$ cat src/rtl/result_drain.sv
// Collects one row of per-column array results, then serialises the active
// lanes two per 32-bit word toward the write-back path under valid/ready.
module result_drain #(
  parameter int col        = 32,
  parameter int data_width = 16
) (
  input  logic                             clk,
  input  logic                             rst,
  input  logic [4:0]                       col_dim,
  input  logic [col-1:0][data_width-1:0]   result_in,
  input  logic [col-1:0]                   result_vld,
  output logic                             in_rdy,
  output logic [31:0]                      data_out,
  output logic                             out_vld,
  input  logic                             out_rdy,
  output logic                             row_done,
  output logic                             overflow
);

  typedef enum logic [1:0] {IDLE, COLLECT, SEND} state_t;

  state_t                 state_q, state_d;
  logic [data_width-1:0]  lane_q [col];
  logic [data_width-1:0]  lane_d [col];
  logic [col-1:0]         mask_q, mask_d;
  logic [5:0]             activeN_q, activeN_d;
  logic [4:0]             k_q, k_d;
  logic [31:0]            data_q, data_d;
  logic                   outVld_q, outVld_d;
  logic                   rowDone_q, rowDone_d;
  logic                   overflow_q, overflow_d;

  logic [5:0]             clampN, activeCnt, wordCnt;
  logic [col-1:0]         activeMask, capVec, newMask;
  logic                   rowFull, accept, lastWord;
  logic [31:0]            words [col/2];

  // Before the first capture the width comes live from col_dim; afterwards the latched value rules.
  assign clampN    = ({1'b0, col_dim} + 6'd1 > 6'(col)) ? 6'(col) : {1'b0, col_dim} + 6'd1;
  assign activeCnt = (state_q == IDLE) ? clampN : activeN_q;

  always_comb begin
    for (int i = 0; i < col; i++) begin
      activeMask[i] = (6'(i) < activeCnt);
    end
  end

  assign capVec   = (state_q != SEND) ? (result_vld & activeMask) : '0;
  assign newMask  = mask_q | capVec;
  assign rowFull  = ((newMask & activeMask) == activeMask) && (state_q != SEND);
  assign wordCnt  = (activeN_q + 6'd1) >> 1;
  assign accept   = outVld_q && out_rdy;
  assign lastWord = ({1'b0, k_q} == wordCnt - 6'd1);

  always_ff @(posedge clk) begin
    if (rst) state_q <= IDLE;
    else     state_q <= state_d;
  end

  always_comb begin
    state_d = state_q;
    case (state_q)
      IDLE:    if (|capVec) state_d = rowFull ? SEND : COLLECT;
      COLLECT: if (rowFull) state_d = SEND;
      SEND:    if (accept && lastWord) state_d = IDLE;
      default: state_d = IDLE;
    endcase
  end

  always_comb begin
    in_rdy   = (state_q != SEND);
    data_out = data_q;
    out_vld  = outVld_q;
    row_done = rowDone_q;
    overflow = overflow_q;
  end

  always_comb begin
    lane_d     = lane_q;
    mask_d     = mask_q;
    activeN_d  = activeN_q;
    k_d        = k_q;
    overflow_d = overflow_q;
    rowDone_d  = 1'b0;
    data_d     = data_q;

    for (int i = 0; i < col; i++) begin
      if (capVec[i]) lane_d[i] = result_in[i];
    end
    if (state_q != SEND) mask_d = newMask;
    if (state_q == IDLE && |capVec) activeN_d = clampN;

    if (state_q == COLLECT && |(capVec & mask_q)) overflow_d = 1'b1;
    if (state_q == SEND && |(result_vld & activeMask)) overflow_d = 1'b1;

    if (accept) begin
      if (lastWord) begin
        k_d       = '0;
        mask_d    = '0;
        rowDone_d = 1'b1;
      end else begin
        k_d = k_q + 5'd1;
      end
    end

    // Words are built from next-cycle lanes so word 0 already holds the final capture.
    for (int w = 0; w < col/2; w++) begin
      words[w] = {(6'(2*w+1) < activeN_d) ? 16'(lane_d[2*w+1]) : 16'h0,
                  (6'(2*w)   < activeN_d) ? 16'(lane_d[2*w])   : 16'h0};
    end
    if (state_d == SEND) data_d = words[k_d];

    outVld_d = (state_d == SEND);
  end

  always_ff @(posedge clk) begin
    if (rst) begin
      for (int i = 0; i < col; i++) lane_q[i] <= '0;
      mask_q     <= '0;
      activeN_q  <= '0;
      k_q        <= '0;
      data_q     <= '0;
      outVld_q   <= 1'b0;
      rowDone_q  <= 1'b0;
      overflow_q <= 1'b0;
    end else begin
      lane_q     <= lane_d;
      mask_q     <= mask_d;
      activeN_q  <= activeN_d;
      k_q        <= k_d;
      data_q     <= data_d;
      outVld_q   <= outVld_d;
      rowDone_q  <= rowDone_d;
      overflow_q <= overflow_d;
    end
  end

endmodule

$ cat config.mk
export PLATFORM = sky130hd
export DESIGN_NAME = result_drain
export DESIGN_NICKNAME = d
export VERILOG_FILES = /design/src/rtl/result_drain.sv
export SDC_FILE = /design/constraint.sdc
export NUM_CORES = 1
export LEC_CHECK = 0
export ABC_AREA = 1
export CAP_MARGIN = 20
export CORE_AREA = 2 2 231 233
export CTS_BUF_LIST = sky130_fd_sc_hd__clkbuf_16
export DETAILED_ROUTE_END_ITERATION = 7
export DIE_AREA = 0 0 233 235
export DONT_BUFFER_PORTS = 1
export GPL_TIMING_DRIVEN = 0
export PLACE_DENSITY = 0.73
export SETUP_SLACK_MARGIN = 0.2
export SLEW_MARGIN = 20
export SYNTH_ARGS = -nofsm -noshare
export SYNTH_HDL_FRONTEND = slang
export SYNTH_SLANG_ARGS = --single-unit
$ cat constraint.sdc
create_clock -name clk -period 3.58 [get_ports clk]
set_input_delay 0.716 -clock clk [delete_from_list [all_inputs] [get_ports clk]]
set_output_delay 0.716 -clock clk [all_outputs]
set_load 0.05 [all_outputs]
---- After elaboration in Yosys (flattened, before gate mapping) ----
Index checks and enable logic that the tools add are counted.
storage, ports and cells
  register bits after elaboration ......... 592
  bits of input ports ..................... 552
  output and inout bits ................... 36
  logic and storage cells ................. 218
cells by class
  add/sub/neg operators ................... 4
  $lt $le $gt $ge ......................... 66
  equal/unequal tests ..................... 6
  mux-type cells .......................... 84
  bitwise gates (word level) .............. 6
  reduce and logical (&&, ||, !) cells .... 12
operators by type and width
  cell                                                                          count
  16-bit two-way mux                                                            64
  5-bit by 6-bit less-than comparator with 1-bit output (first input constant)  32
  32-bit two-way mux                                                            6
  32-bit binary-select mux with 4-bit select                                    1
  32-bit bitwise AND                                                            3
  4-bit by 6-bit less-than comparator with 1-bit output (first input constant)  16
  32-bit OR reduction                                                           3
  3-bit by 6-bit less-than comparator with 1-bit output (first input constant)  8
  32-bit == test                                                                1
  32-bit bitwise OR                                                             1
  1-bit by 6-bit less-than comparator with 1-bit output (first input constant)  4
  2-bit by 6-bit less-than comparator with 1-bit output (first input constant)  4
  6-bit two-way mux                                                             3
  5-bit two-way mux                                                             2
  2-bit two-way mux                                                             4
  5-bit by 1-bit adder with 6-bit output (second input constant)                1
  6-bit by 1-bit adder with 6-bit output (second input constant)                1
  5-bit by 6-bit == test with 1-bit output                                      1
  6-bit by 5-bit >= comparator with 1-bit output (second input constant)        1
  6-bit > comparator (second input constant)                                    1
  1-bit logical AND                                                             6
  5-bit inverter with 6-bit output                                              1
  2-bit one-hot mux with 3 select lines                                         1
  5-bit by 1-bit subtractor with 6-bit output (second input constant)           1
  9 further kinds                                                               12

---- Depth between registers and ports, before layout ----
  word-level depth ........................ 15
  mapped depth ............................ 31
  mapped depth without buffers ............ 30

---- Least setup slack after synthesis ----
Ideal clock, no wire load.
  kind .................................... in2reg
  start ................................... input col_dim[0]
  end ..................................... register data_q[10] (netlist: data_out[10])
  library setup time ...................... 0.132 ns
  arrival ................................. 3.634 ns
  data required time ...................... 3.448 ns
  setup slack ............................. -0.186 ns
  stages .................................. 28
  path buffers ............................ 3
  cell sequence ........................... ha_1 -> xor2_1 -> nand3_1 -> nand2_2 -> nand2_2 -> nor2_2 -> nand2_1 -> nand4_1 -> buf_4 -> nand2_1 -> inv_1 -> nand2_1 -> nor2_2 -> nand2_2 -> nand2_4 -> nand2_1 -> nand2_4 -> nand2_8 -> inv_6 -> buf_12 -> nand3_4 -> buf_4 -> nand2_1 -> nand3_1 -> nand3_1 -> nand3_1 -> nand3_1 -> a21oi_1
on the way
  longest elaborated chain between the ends .. 15
RTL lines
  element                                                                                            line        text
  from (decl)                                                                                        9           input logic [4:0] col_dim,
  5-bit by 1-bit adder with 6-bit output *                                                           39          assign clampN = ({1'b0, col_dim} + 6'd1 > 6'(col)) ? 6'(col) : {1'b0, col_dim} + 6'd1;
  6-bit > comparator                                                                                 39
  6-bit two-way mux *                                                                                39
  6-bit two-way mux                                                                                  40          assign activeCnt = (state_q == IDLE) ? clampN : activeN_q;
  1-bit by 6-bit less-than comparator with 1-bit output (tied with other cells)                      44          activeMask[i] = (6'(i) < activeCnt);
  32-bit bitwise AND                                                                                 48          assign capVec = (state_q != SEND) ? (result_vld & activeMask) : '0;
  32-bit two-way mux                                                                                 48
  32-bit OR reduction or 32-bit bitwise OR (tied branches)                                           63, 91, 49
  1-bit logical AND or 32-bit bitwise AND (tied branches)                                            91, 50
  6-bit two-way mux or 32-bit == test (tied branches)                                                91, 50
  5-bit by 6-bit less-than comparator with 1-bit output (tied with other cells)                      109         (6'(2*w) < activeN_d) ? 16'(lane_d[2*w]) : 16'h0};
  16-bit two-way mux or 2-bit two-way mux (tied branches)                                            109, 63
  32-bit binary-select mux with 4-bit select or 2-bit two-way mux (tied branches)                    111, 63
  32-bit two-way mux (implied by the code) or 2-bit one-hot mux with 3 select lines (tied branches)  111, 62
  32-bit two-way mux (implied by the code) or 2-bit == test (tied branches)                          111         if (state_d == SEND) data_d = words[k_d];
  to (signal assigned)                                                                               131         data_q <= data_d;
  to (decl)                                                                                          28          logic [31:0] data_q, data_d;
Every way passes the cells marked *; elsewhere a longest branch is shown, timed or not. The select of a mux whose other input is x is not followed.
A chain may end at the register's enable or synchronous reset.

---- Worst setup path after layout ----
  start ................................... register state_q[1]
  end ..................................... register data_q[9] (netlist: data_out[9])
on the way
  longest elaborated chain between the ends .. 13
RTL lines
  element                                                                                            line        text
  from (decl)                                                                                        22          state_t state_q, state_d;
  from (signal assigned)                                                                             57          else state_q <= state_d;
  2-bit zero test                                                                                    40, 62, 91
  6-bit two-way mux                                                                                  40
  1-bit by 6-bit less-than comparator with 1-bit output (tied with other cells)                      44
  32-bit bitwise AND                                                                                 48
  32-bit two-way mux                                                                                 48
  32-bit OR reduction or 32-bit bitwise OR (tied branches)                                           63, 91, 49
  1-bit logical AND or 32-bit bitwise AND (tied branches)                                            91, 50
  6-bit two-way mux or 32-bit == test (tied branches)                                                91, 50
  5-bit by 6-bit less-than comparator with 1-bit output (tied with other cells)                      109
  16-bit two-way mux or 2-bit two-way mux (tied branches)                                            109, 63
  32-bit binary-select mux with 4-bit select or 2-bit two-way mux (tied branches)                    111, 63
  32-bit two-way mux (implied by the code) or 2-bit one-hot mux with 3 select lines (tied branches)  111, 62
  32-bit two-way mux (implied by the code) or 2-bit == test (tied branches)                          111
Parallel ways exist; a longest one is shown, timed or not. The select of a mux whose other input is x is not followed.

==> out/summary.txt <==
Post-synthesis cell count: 4026
Peak per-stage delay on the critical path: 0.37 ns
Drt pass-1 iters: 7
Drt wl/cell: 24.95 um
Met2 WL: 54.71 mm
Top layer in use: met5
Post-synth EDFFs: 0
Core area: 52240 um2
Syn Nets: 4582
Initial antenna violation count: 20
Row count: 84
Max IR drop VDD: 412.4 uV
Clock Tree Buf Depth: 3
Number of max-cap violations: 0
Post-synth top area cell: dfxtp_1
Gpl congestion: 1.016
Pre-CTS setup slack: -1.612 ns
I/O pin cnt: 588
Worst Skew: 0.02647 ns
H-tree depth: 3
Crit Path Max Fanout: 8
Post-DP HPWL: 95.25 mm
CTS Sinks: 592
Crit-path slowest cell: dfxtp_4
Worst Setup End Kind: flop
Prevailing post-synth register cell: dfxtp_1
Min Tclk post-route: 3.989 ns
Min-Delay Path Class: input pin to flop
Share of cells above drive strength 1: 20.59%
Final setup vio count: 34
Met3 WL: 13.80 mm
FF+latch count, synth: 592
Max-slew violation total from the final report: 0
CTS Hold Bufs: 0
Die Span X: 233 um
Critical Path AT: 4.48 ns
RSZ-0062 raised after global routing: true
CTS tree: yes
Synth cell types: 55
Die area: 54760 um2
First-pass GRT wire length: 177.4 mm
Placed cell count: 4714
Power per Cell Area: 475.8 nW/um2
Ys Warns: 0
Final count of hold timing violations: 0
Clock root buffer master: clkbuf_16
GRT Util Overall: 43.63%
Slew @ Worst Pin: 1.124 ns
Worst-Skew Late Latency: 0.63 ns
Register clock-pin slew on the reported worst setup and hold paths: 0.06 ns
Final worst setup slack: -0.4094 ns
Worst setup SP type: flop
DRC errors left: 0
Most common cell in the netlist: nor2_1
Routed length on met1: 46.08 mm
Via count: 29710
Die Y: 235 um
Routed Antenna Nets: 0
Share of Yosys cell area claimed by the top area cell type: 39.39%
Grt total ovfl: 0
Vias in the first global route: 28060
Failing checks: negative setup slack
Leakage: 16.77 nW
Mapped Area: 30090 um2
Critical path class: flop to flop
Async SR Flop Fraction: 0%
Final period utilization: 111.4%
IO buf count: 0
Max-Slew Margin vs Limit: 25.08%
Top cells by area, synth: dfxtp_1 (39%), mux2i_1 (15%), nor2_1 (12%), nand3_1 (9.2%), nand2_1 (5.8%)
Top cells by instance count after synthesis: nor2_1 (963), dfxtp_1 (592), nand3_1 (554), nand2_1 (465), mux2i_1 (447)
Status: complete, but fails checks
Starting DRT DRC Count: 2947
Routed WL: 124.3 mm
Post-route setup TNS: -10.49 ns
Fmax: 250.7 MHz
Worst Path Required: 4.07 ns
Growth of design area from synthesis to finish: 22.38%
Cts bufs inserted: 66
Final #Nets: 4778
Post-synthesis average cell area: 7.474 um2
Largest net degree at the start of global routing: 18
Min Hold Slack: 0.2528 ns
Post-Layout Cell Count: 4980
Vias per cell: 5.966
Initial Util: 57.60%
Post-synthesis sequential area ratio: 39.39%
==> cell usage in the layout, fill, tap and decap left out, types with 20 or more instances in the layout <==
| cell type | n |
|---|---|
| a21oi_1 | 91 |
| buf_2 | 27 |
| buf_4 | 102 |
| buf_6 | 64 |
| clkbuf_1 | 108 |
| clkbuf_16 | 68 |
| clkbuf_2 | 45 |
| clkinv_1 | 20 |
| dfxtp_1 | 590 |
| diode_2 | 23 |
| inv_1 | 185 |
| mux2i_1 | 447 |
| nand2_1 | 410 |
| nand2_2 | 48 |
| nand2_4 | 33 |
| nand3_1 | 359 |
| nand3_2 | 156 |
| nand3_4 | 57 |
| nand3b_1 | 22 |
| nor2_1 | 952 |
| nor2_4 | 32 |
| o211ai_1 | 34 |
| o21ai_0 | 96 |
| or2_2 | 94 |
==> worst max-delay path: cells and delay by family (launching register included) <==
| kind | cells | cell delay (ns) |
|---|---|---|
| compound gates | 2 | 0.15 |
| flops | 1 | 0.37 |
| simple gates | 19 | 2.30 |
| buf+inv | 8 | 0.98 |
==> state kept, by name (all words and copies together), names as in the netlist, named ones only <==
signal     count
k_q            4
activeN_q      6
mask_q        32
row_done       1
lane_q       512
data_out      32
overflow       1
out_vld        1
state_q        2
==> what timing repair did <==
item	4_1_cts	5_1_grt
setup endpoints to repair	105	37
pin swaps	124	89
gates resized for setup	503	197
buffers inserted	86	28
endpoints found under the hold margin	0	0
gates cloned	14	3
==> where the power goes <==
group	total, mW	switching, mW	internal (mW)
logic	4.07	2.46	1.61
registers	7.19	0.134	7.05
clock network	6.26	2.86	3.40
==> worst paths after layout <==
path | startpoint | end | slack (ns) | depth (start not counted)
worst max-delay path | state_q[1] | data_out[9] | -0.41 | 29
worst max register to register | state_q[1] | data_out[9] | -0.41 | 29
worst min register to register | lane_q[82] | lane_q[82] | 0.48 | 2
worst min-delay path | result_in[43] | lane_q[475] | 0.25 | 2
==> kinds of logic (layout without fill, tap and decap cells) <==
logic type	count (synthesis)	after routing	synth area share, %
AND/OR/NAND/NOR	2217	2217	33.03
flip-flops	592	592	39.39
buffers and inverters	458	701	6.512
multiplexers	447	447	14.87
AO/OA/AOI/OAI	295	295	5.655
XOR/XNOR	13	13	0.3784
adder cells (fa/ha/maj)	4	4	0.1663
other	0	23	0
==> final cells by class <==
| type | count | area, um2 |
|---|---|---|
| Multi-Input combinational cell | 2976 | 18430 |
| Fill cell | 4431 | 15410 |
| Sequential cell | 592 | 11860 |
| Clock buffer | 67 | 1677 |
| Buffer | 266 | 1648 |
| Timing Repair Buffer | 131 | 1290 |
| Tap cell | 688 | 860.8 |
| Inverter | 189 | 760.7 |
| Clock inverter | 48 | 244.0 |
| Antenna cell | 23 | 57.56 |
==> metal layers <==
| layer | track usage [%] | vias to the layer above |
|---|---|---|
| met5 | 0 | - |
| met4 | 29.51 | 4 |
| met3 | 11.84 | 452 |
| met2 | 67.63 | 1685 |
| met1 | 52.66 | 13900 |
| li1 | - | 13670 |
==> through the flow <==
stage | util (%) | instance area (um2) | power [mW]
floorplan | - | 30210 | 9.801
global placement | 59.49 | 31070 | 10.53
detailed placement | 59.50 | 31080 | 10.58
CTS | 68.77 | 35920 | 17.22
global route | 70.46 | 36800 | 18.12
finish | 70.49 | 36820 | 17.52
No activity file was read; power rests on OpenSTA's default activity.
